===== config.mk =====
export PLATFORM = sky130hd
export DESIGN_NAME = neo_spike_detector
export DESIGN_NICKNAME = d
export VERILOG_FILES = /design/src/rtl/neo_spike_detector.sv
export SDC_FILE = /design/constraint.sdc
export NUM_CORES = 2
export LEC_CHECK = 0
export BUFFER_PORTS_ARGS = -buffer_cell sky130_fd_sc_hd__buf_2
export CORE_MARGIN = 2
export CORE_UTILIZATION = 60
export CTS_BUF_LIST = sky130_fd_sc_hd__clkbuf_16
export DETAILED_ROUTE_END_ITERATION = 12
export PLACE_DENSITY = 0.74
export SETUP_SLACK_MARGIN = 0.05
export SLEW_MARGIN = 25
export SYNTH_ARGS = -nofsm -noshare
export SYNTH_HDL_FRONTEND = slang
export SYNTH_SLANG_ARGS = --single-unit
export TNS_END_PERCENT = 100

===== constraint.sdc =====
create_clock -name clk -period 15.28 [get_ports clk]
set_input_delay 0 -clock clk [delete_from_list [all_inputs] [get_ports clk]]
set_output_delay 0 -clock clk [all_outputs]
set_load 0.01 [all_outputs]

===== src/rtl/neo_spike_detector.sv =====
// neo_spike_detector
//   Nonlinear energy operator (NEO) spike detector. Each accepted sample
//   shifts a 3-deep history; psi = x1^2 - x0*x2 is clamped at zero and
//   compared against an adaptive threshold derived from a leaky running
//   mean of psi. Detections are gated during warm-up and by a refractory
//   lockout counted in psi results.
//
// Ports
//   clk               rising-edge clock
//   reset             synchronous, active-high
//   sample_in         signed 16-bit neural sample
//   sample_valid      sample_in accepted this cycle
//   thresh_scale_in   threshold multiplier, unsigned, units of 1/4
//   min_thresh_in     threshold floor, unsigned
//   refractory_in     lockout length in psi results after a detection
//   current_detection one-clk detection pulse
//   neo_energy        last clamped psi
//   neo_valid         one-clk pulse, neo_energy updated
//
// Latency: a sample accepted in cycle T produces its outputs in cycle T+3.

module neo_spike_detector #(
  parameter int MEAN_SHIFT = 8,
  parameter int WARMUP_LEN = 256
) (
  input  logic        clk,
  input  logic        reset,
  input  logic [15:0] sample_in,
  input  logic        sample_valid,
  input  logic [7:0]  thresh_scale_in,
  input  logic [15:0] min_thresh_in,
  input  logic [15:0] refractory_in,
  output logic        current_detection,
  output logic [31:0] neo_energy,
  output logic        neo_valid
);

  localparam int STAGES = 3;
  localparam int WARM_W = (WARMUP_LEN < 1) ? 1 : $clog2(WARMUP_LEN + 1);

  // vld_pipe[1]: history holds a full triple for psi
  // vld_pipe[2]: psi_q holds a fresh psi
  // vld_pipe[3]: outputs updated this cycle
  logic [STAGES:1] vld_pipe;
  logic            s1_fire;

  logic [1:0]  hist_cnt;
  logic [15:0] x0, x1, x2;
  logic [31:0] psi_q;

  logic [39:0]       acc;
  logic [WARM_W-1:0] warm_cnt;
  logic [15:0]       refr_cnt;

  logic signed [33:0] x0e, x1e, x2e, sq, cr, psi_raw;
  logic [31:0] psi_clamp;
  logic [39:0] acc_sh, acc_next;
  logic [31:0] mean;
  logic [39:0] thr_prod, thr, floor40, threshold;
  logic        candidate, warm_done, detect;
  logic        unused_ok;

  // A sample becomes psi-eligible only once two earlier samples are held.
  assign s1_fire   = sample_valid && (hist_cnt == 2'd2);
  assign neo_valid = vld_pipe[STAGES];

  // Valid shift register; idle cycles insert bubbles, so gaps never pulse.
  always_ff @(posedge clk) begin
    if (reset) vld_pipe <= '0;
    else       vld_pipe <= {vld_pipe[STAGES-1:1], s1_fire};
  end

  // S1: sample history, held across gaps
  always_ff @(posedge clk) begin
    if (reset) begin
      x0       <= '0;
      x1       <= '0;
      x2       <= '0;
      hist_cnt <= '0;
    end else if (sample_valid) begin
      x2 <= x1;
      x1 <= x0;
      x0 <= sample_in;
      if (hist_cnt != 2'd2) hist_cnt <= hist_cnt + 2'd1;
    end
  end

  // S2 and S3 arithmetic
  always_comb begin
    x0e = {{18{x0[15]}}, x0};
    x1e = {{18{x1[15]}}, x1};
    x2e = {{18{x2[15]}}, x2};
    // |psi| stays below 2^31, so 34-bit wrap-around products are exact.
    sq      = x1e * x1e;
    cr      = x0e * x2e;
    psi_raw = sq - cr;
    psi_clamp = psi_raw[33] ? 32'd0 : psi_raw[31:0];

    // Threshold uses the mean before the current psi is folded in.
    acc_sh    = acc >> MEAN_SHIFT;
    mean      = acc_sh[31:0];
    thr_prod  = 40'(mean) * 40'(thresh_scale_in);
    thr       = thr_prod >> 2;
    floor40   = {24'd0, min_thresh_in};
    threshold = (thr > floor40) ? thr : floor40;
    candidate = ({8'd0, psi_q} > threshold);

    warm_done = (warm_cnt == WARM_W'(WARMUP_LEN));
    detect    = candidate && warm_done && (refr_cnt == 16'd0);
    acc_next  = acc - acc_sh + {8'd0, psi_q};
  end

  assign unused_ok = psi_raw[32];

  always_ff @(posedge clk) begin
    if (reset)            psi_q <= '0;
    else if (vld_pipe[1]) psi_q <= psi_clamp;
  end

  // S3: compare, refractory, running mean, outputs
  always_ff @(posedge clk) begin
    if (reset) begin
      acc               <= '0;
      warm_cnt          <= '0;
      refr_cnt          <= '0;
      current_detection <= 1'b0;
      neo_energy        <= '0;
    end else begin
      current_detection <= 1'b0;
      if (vld_pipe[2]) begin
        neo_energy        <= psi_q;
        current_detection <= detect;
        acc               <= acc_next;
        if (!warm_done) warm_cnt <= warm_cnt + WARM_W'(1);
        // Suppressed candidates neither reload nor stall the countdown.
        if (detect)                 refr_cnt <= refractory_in;
        else if (refr_cnt != 16'd0) refr_cnt <= refr_cnt - 16'd1;
      end
    end
  end

endmodule


### Word-level counts from Yosys, hierarchy flattened

Cells that the tools add are included.

| word-level totals | value |
|---|---|
| flip-flop bits (word level) | 183 |
| input bits | 59 |
| output and inout port bits | 34 |
| word-level logic and storage cells | 41 |

| operators by class | value |
|---|---|
| add/sub/neg operators | 6 |
| $mul | 3 |
| $lt $le $gt $ge | 2 |
| eq/ne operators | 3 |
| multiplexer cells | 4 |
| bitwise gates (word level) | 2 |
| reductions and logical operators | 10 |

Operators with widths:

| operator | number |
|---|---|
| multiplier 16 x 16 -> 32 bit | 2 |
| adder 40 x 32 -> 40 bit | 1 |
| multiplier 32 x 8 -> 40 bit | 1 |
| subtractor 40 x 32 -> 40 bit | 1 |
| greater-than comparator 32 x 38 -> 1 bit | 1 |
| greater-than comparator 38 x 16 -> 1 bit | 1 |
| 2-to-1 mux 38 bit | 1 |
| subtractor 32 x 32 -> 33 bit | 1 |
| 2-to-1 mux 16 bit | 2 |
| 2-to-1 mux 32 bit | 1 |
| zero test 16 bit | 1 |
| nonzero test 16 bit | 1 |
| subtractor 16 x 1 -> 16 bit (second input constant) | 1 |
| adder 9 x 1 -> 9 bit (second input constant) | 1 |
| equality test 9 bit (second input constant) | 1 |
| AND reduction 2 bit | 3 |
| logical AND 1 bit | 3 |
| adder 2 x 1 -> 2 bit (second input constant) | 1 |
| equality test 2 bit (second input constant) | 1 |
| != test 2 bit (second input constant) | 1 |
| inverter 1 bit | 2 |
| nonzero test 2 bit | 1 |
| OR reduction 2 bit | 1 |

### Depth between registers and ports, before layout

| logic depth | value |
|---|---|
| word-level depth | 8 |
| depth in mapped cells | 41 |
| mapped depth without buffers | 37 |

### Worst setup path before layout

No wires, ideal clock.

| timing | value |
|---|---|
| path type | reg-to-reg |
| start | reg acc[13] |
| end | reg refr_cnt[0] |
| library setup time | 0.081 ns |
| arrival time | 8.273 ns |
| required time | 15.199 ns |
| slack | 6.926 ns |
| cell stages (with the launch flop) | 40 |
| path buffers | 3 |
| period minus slack after synthesis | 8.354 ns |
| path through | dfxtp_1 > nand2_1 > fa_1 > fa_1 > inv_1 > fa_1 > inv_1 > fa_1 > inv_1 > ha_1 > a21oi_1 > o211ai_2 > a221o_2 > a21o_1 > a21oi_1 > xnor2_1 > ha_1 > a21oi_1 > [... 4 more ...] > o21ai_0 > nor4_4 > nand4_4 > buf_6 > mux2i_1 > ha_1 > nand4_1 > or3_1 > nor2_1 > nand2_1 > nor2_1 > or4_1 > a21oi_1 > and3_1 > buf_2 > buf_2 > nand4_1 > a41oi_1 |

| between the ends | value |
|---|---|
| cells in the longest elaborated chain, start to end | 8 |
| elaborated cells on any way between the ends | 9 |
| classes of those cells | mul: 1; order compare: 2; mux: 2; reduce/logical: 4 |

Ends and longest elaborated chain:

| what | RTL line | source |
|---|---|---|
| start, declared | 51 | `logic [39:0] acc;` |
| start signal, assigned | 133 | `acc <= acc_next;` |
| multiplier 32 x 8 -> 40 bit (*) | 102 | `thr_prod = 40'(mean) * 40'(thresh_scale_in);` |
| greater-than comparator 38 x 16 -> 1 bit | 105 | `threshold = (thr > floor40) ? thr : floor40;` |
| 2-to-1 mux 38 bit (*) | 105 |  |
| greater-than comparator 32 x 38 -> 1 bit (*) | 106 | `candidate = ({8'd0, psi_q} > threshold);` |
| logical AND 1 bit (*) (2 in a row) | 109 | `detect = candidate && warm_done && (refr_cnt == 16'd0);` |
| nonzero test 2 bit (no source line) | - |  |
| AND reduction 2 bit (no source line) | - |  |
| end signal, assigned | 136 | `if (detect) refr_cnt <= refractory_in;` |
| end signal, assigned | 137 | `else if (refr_cnt != 16'd0) refr_cnt <= refr_cnt - 16'd1;` |
| end, declared | 53 | `logic [15:0] refr_cnt;` |

Mark *: on every way between the ends. The rest lies on a longest branch, timed or not.
A chain may end at the register's enable or synchronous reset.

### Final worst setup path

| timing | value |
|---|---|
| start | reg acc[12] |
| end | reg refr_cnt[4] |

Same word-level chain as after synthesis.

==> qor.yml <==
status:
  status: "complete, no violations"
timing:
  fin_tns_setup_ps: 0
  fin_crit_sh: 0.667
  hold_viol: 0
  slew_headroom: 0.325
  rsz0062_at_grt: "no"
  worstMarginPinSlew_ps: 1000
  max_freq_ghz: 0.0982
  slew_viol_final: 0
  skew_ps: 33.4
  fin_ws_ps: 5090
  finalSetupViolCount: 0
  hold_ws_ps: 255
  finalCriticalPeriod_ps: 10190
route:
  ant_nets: 0
  avgViaCountPerCell: 5.54
  avgRoutedWirePerCell_um: 18.6
  wl_met3_um: 5660
  routed_wl_um: 92800
  wl_met1_um: 41100
  drtIter0Drc: 1882
  drc: 0
  wl_met2_um: 44100
  top_layer: "met4"
  num_vias: 27600
  drt-pass1-iter-count: 5
placed_design:
  place_congestion: 0.919
  dp_hpwl_um: 74900
  pre_cts_ws_ps: 5240
  io_buffers: 92
worst_setup_path:
  worstPathMaxFanout: 16
  crit_required_ps: 15690
  end_kind: "register"
  cpPeakStageDelay_ps: 680
  crit_path_start_kind: "register"
  crit_type: "register to register"
  critPathArrivalTime_ps: 10600
  crit_path_top_delay_cell: "a21oi_1"
yosys:
  synthArstFlopShare: 0
  synth_top_area_frac: 0.403
  synth_nets: 5273
  synth-edff-count: 0
  synth_cell_types: 91
  netlist_area_um2: 38200
  synthFlopType: "dfxtp_1"
  yosysWarnings: 0
  ys_seq_elements: 183
  ys_seq_area_frac: 0.0959
  synth_area_leaders: "fa_1, ha_1, dfxtp_1"
  yosys.area.top_type: "fa_1"
  syn_area_per_cell_um2: 9.26
  syn_inst: 4125
grt:
  grt_overflow_total: 0
  antenna_found_initial: 0
  grt_max_degree: 104
  grt_pass1_vias: 29300
  grt_pass1_wl_um: 155000
  track_usage: 0.299
cells_and_area:
  syn_to_final_growth_pct: 5.08
  drive_gt1_frac: 0.0445
  final_util: 0.637
  antennaDiodeCount: 0
  nets: 5271
clock_tree:
  ctsHoldBuffers: 33
  clockBufferDepth: 2
  htreeDepth: 4
  post_cts_buffers: 0
  cts_made_buffers: 17
  cts-root-buf: "clkbuf_16"
  insertion_delay_ps: 520
  cts_resized: 0
  cts_tree: "done"
  cts_sinks: 183
  cts.clk_slew.worst_paths_ps: 100
floorplan:
  die_h_um: 256
  die_x_um: 256
  core_um2: 63000
  ios: 93
  start_util: 0.606
  die-area_um2: 65700
  fp-row-count: 92
pwr:
  vdd_drop_max_uv: 133
  power_density_nw_per_um2: 86.6
  p_leak_nw: 20.6
  power_mw: 3.47
worst_hold_path:
  hp-class: "primary input to register"
flow_run:
  maxCapViolCount: 0
-- final timing paths --
| kind | start | to | slack [ps] | cells after the start |
|---|---|---|---|---|
| max | acc[12]$_SDFFE_PP0P_ | refr_cnt[4]$_SDFFE_PP0P_ | 5090 | 35 |
| min | sample_in[7] | x0[7]$_SDFFE_PP0P_ | 250 | 4 |
| max reg2reg | acc[12]$_SDFFE_PP0P_ | refr_cnt[4]$_SDFFE_PP0P_ | 5090 | 35 |
| min reg2reg | neo_energy[28]$_SDFFE_PP0P_ | neo_energy[28]$_SDFFE_PP0P_ | 490 | 2 |
-- critical path: cells and delay by family, from the launching register on --
kind / cells / cell delay, ps
compound gates: 12 / 3330
fa+ha+maj: 7 / 2900
simple gates: 11 / 2370
flops: 1 / 670
mux: 1 / 460
xor+xnor: 1 / 180
buf+inv: 3 / 150
-- synth_stat cells, drive strengths merged, types with 5 or more instances --
cell,count
xnor2,79
clkbuf,141
nor3,31
o211ai,14
nor2b,40
nor2,196
a211o,7
and2,387
o22ai,6
dfxtp,183
fa,768
a31oi,25
ha,321
o21ai,62
o311ai,6
o31ai,16
nor4,14
nand2b,15
nand2,313
a21o,59
and4,6
nor3b,5
xor2,28
and3,18
nand3,36
mux2i,117
a22o,30
o21bai,9
inv,868
or4,8
a2111oi,6
nand4,32
buf,19
a21oi,115
o41ai,7
o21a,24
a211oi,31
or2,13
or3,21
-- flip-flops by register name (all words and copies together), names as in the netlist --
register	cells
acc	40
current_detection	1
hist_cnt	2
neo_energy	32
psi_q	32
refr_cnt	16
vld_pipe	3
warm_cnt	9
x0	16
x1	16
x2	16
-- placed cells by master, fill, tap and decap left out, drive strengths merged, types with 8 or more instances in the layout --
cell type	instances
nor3	31
inv	879
clkbuf	17
and3	18
nand2	313
nand2b	15
buf	106
or3	21
dfxtp	183
a21oi	115
o31ai	16
a21o	59
a211oi	31
o21bai	9
xnor2	79
xor2	28
dlygate4sd3	33
or4	8
nor2	196
and2	387
fa	768
or2	13
o21ai	62
ha	321
nor4	14
nand4	32
mux2i	117
o211ai	14
a31oi	25
a22o	30
nand3	36
nor2b	40
o21a	24
-- where the power goes --
part	internal, mW	switching, mW	total (mW)	leakage, nW
sequential	0.495	0.0635	0.559	1.48
clock	0.245	0.246	0.492	0.299
combinational	1.05	1.37	2.42	18.8
total	1.79	1.68	3.47	20.6
-- logic make-up (layout without fill, tap and decap cells) --
logic type / count (synthesis) / in the layout / synth area share
simple gates: 1149 / 1149 / 0.155
fa+ha+maj: 1089 / 1089 / 0.508
buf+inv: 1028 / 1039 / 0.102
compound gates: 450 / 450 / 0.0834
flops: 183 / 183 / 0.0959
mux: 119 / 119 / 0.0314
xor+xnor: 107 / 107 / 0.0245
-- per-stage QoR --
stage               area, um2  instances
global route            40100       4982
global placement        39200       4917
detailed placement      39200       4917
floorplan               38200       4125
finish                  40100       4982
CTS                     40100       4982
-- metal layers --
layer | GRT usage | up-vias
li1 | - | 12800
met1 | 0.416 | 13900
met2 | 0.491 | 811
met3 | 0.0445 | 99
met4 | 0.0806 | 0
met5 | 0 | -
-- final cells by class --
type | count | area (um2)
sequential | 183 | 3670
fill | 5291 | 22800
timing repair buffer | 139 | 902
tap | 846 | 1060
multi-input combinational | 2914 | 30600
clock inverter | 15 | 165
inverter | 868 | 3260
clock buffer | 17 | 425
Power figures use the tool's default switching activity.
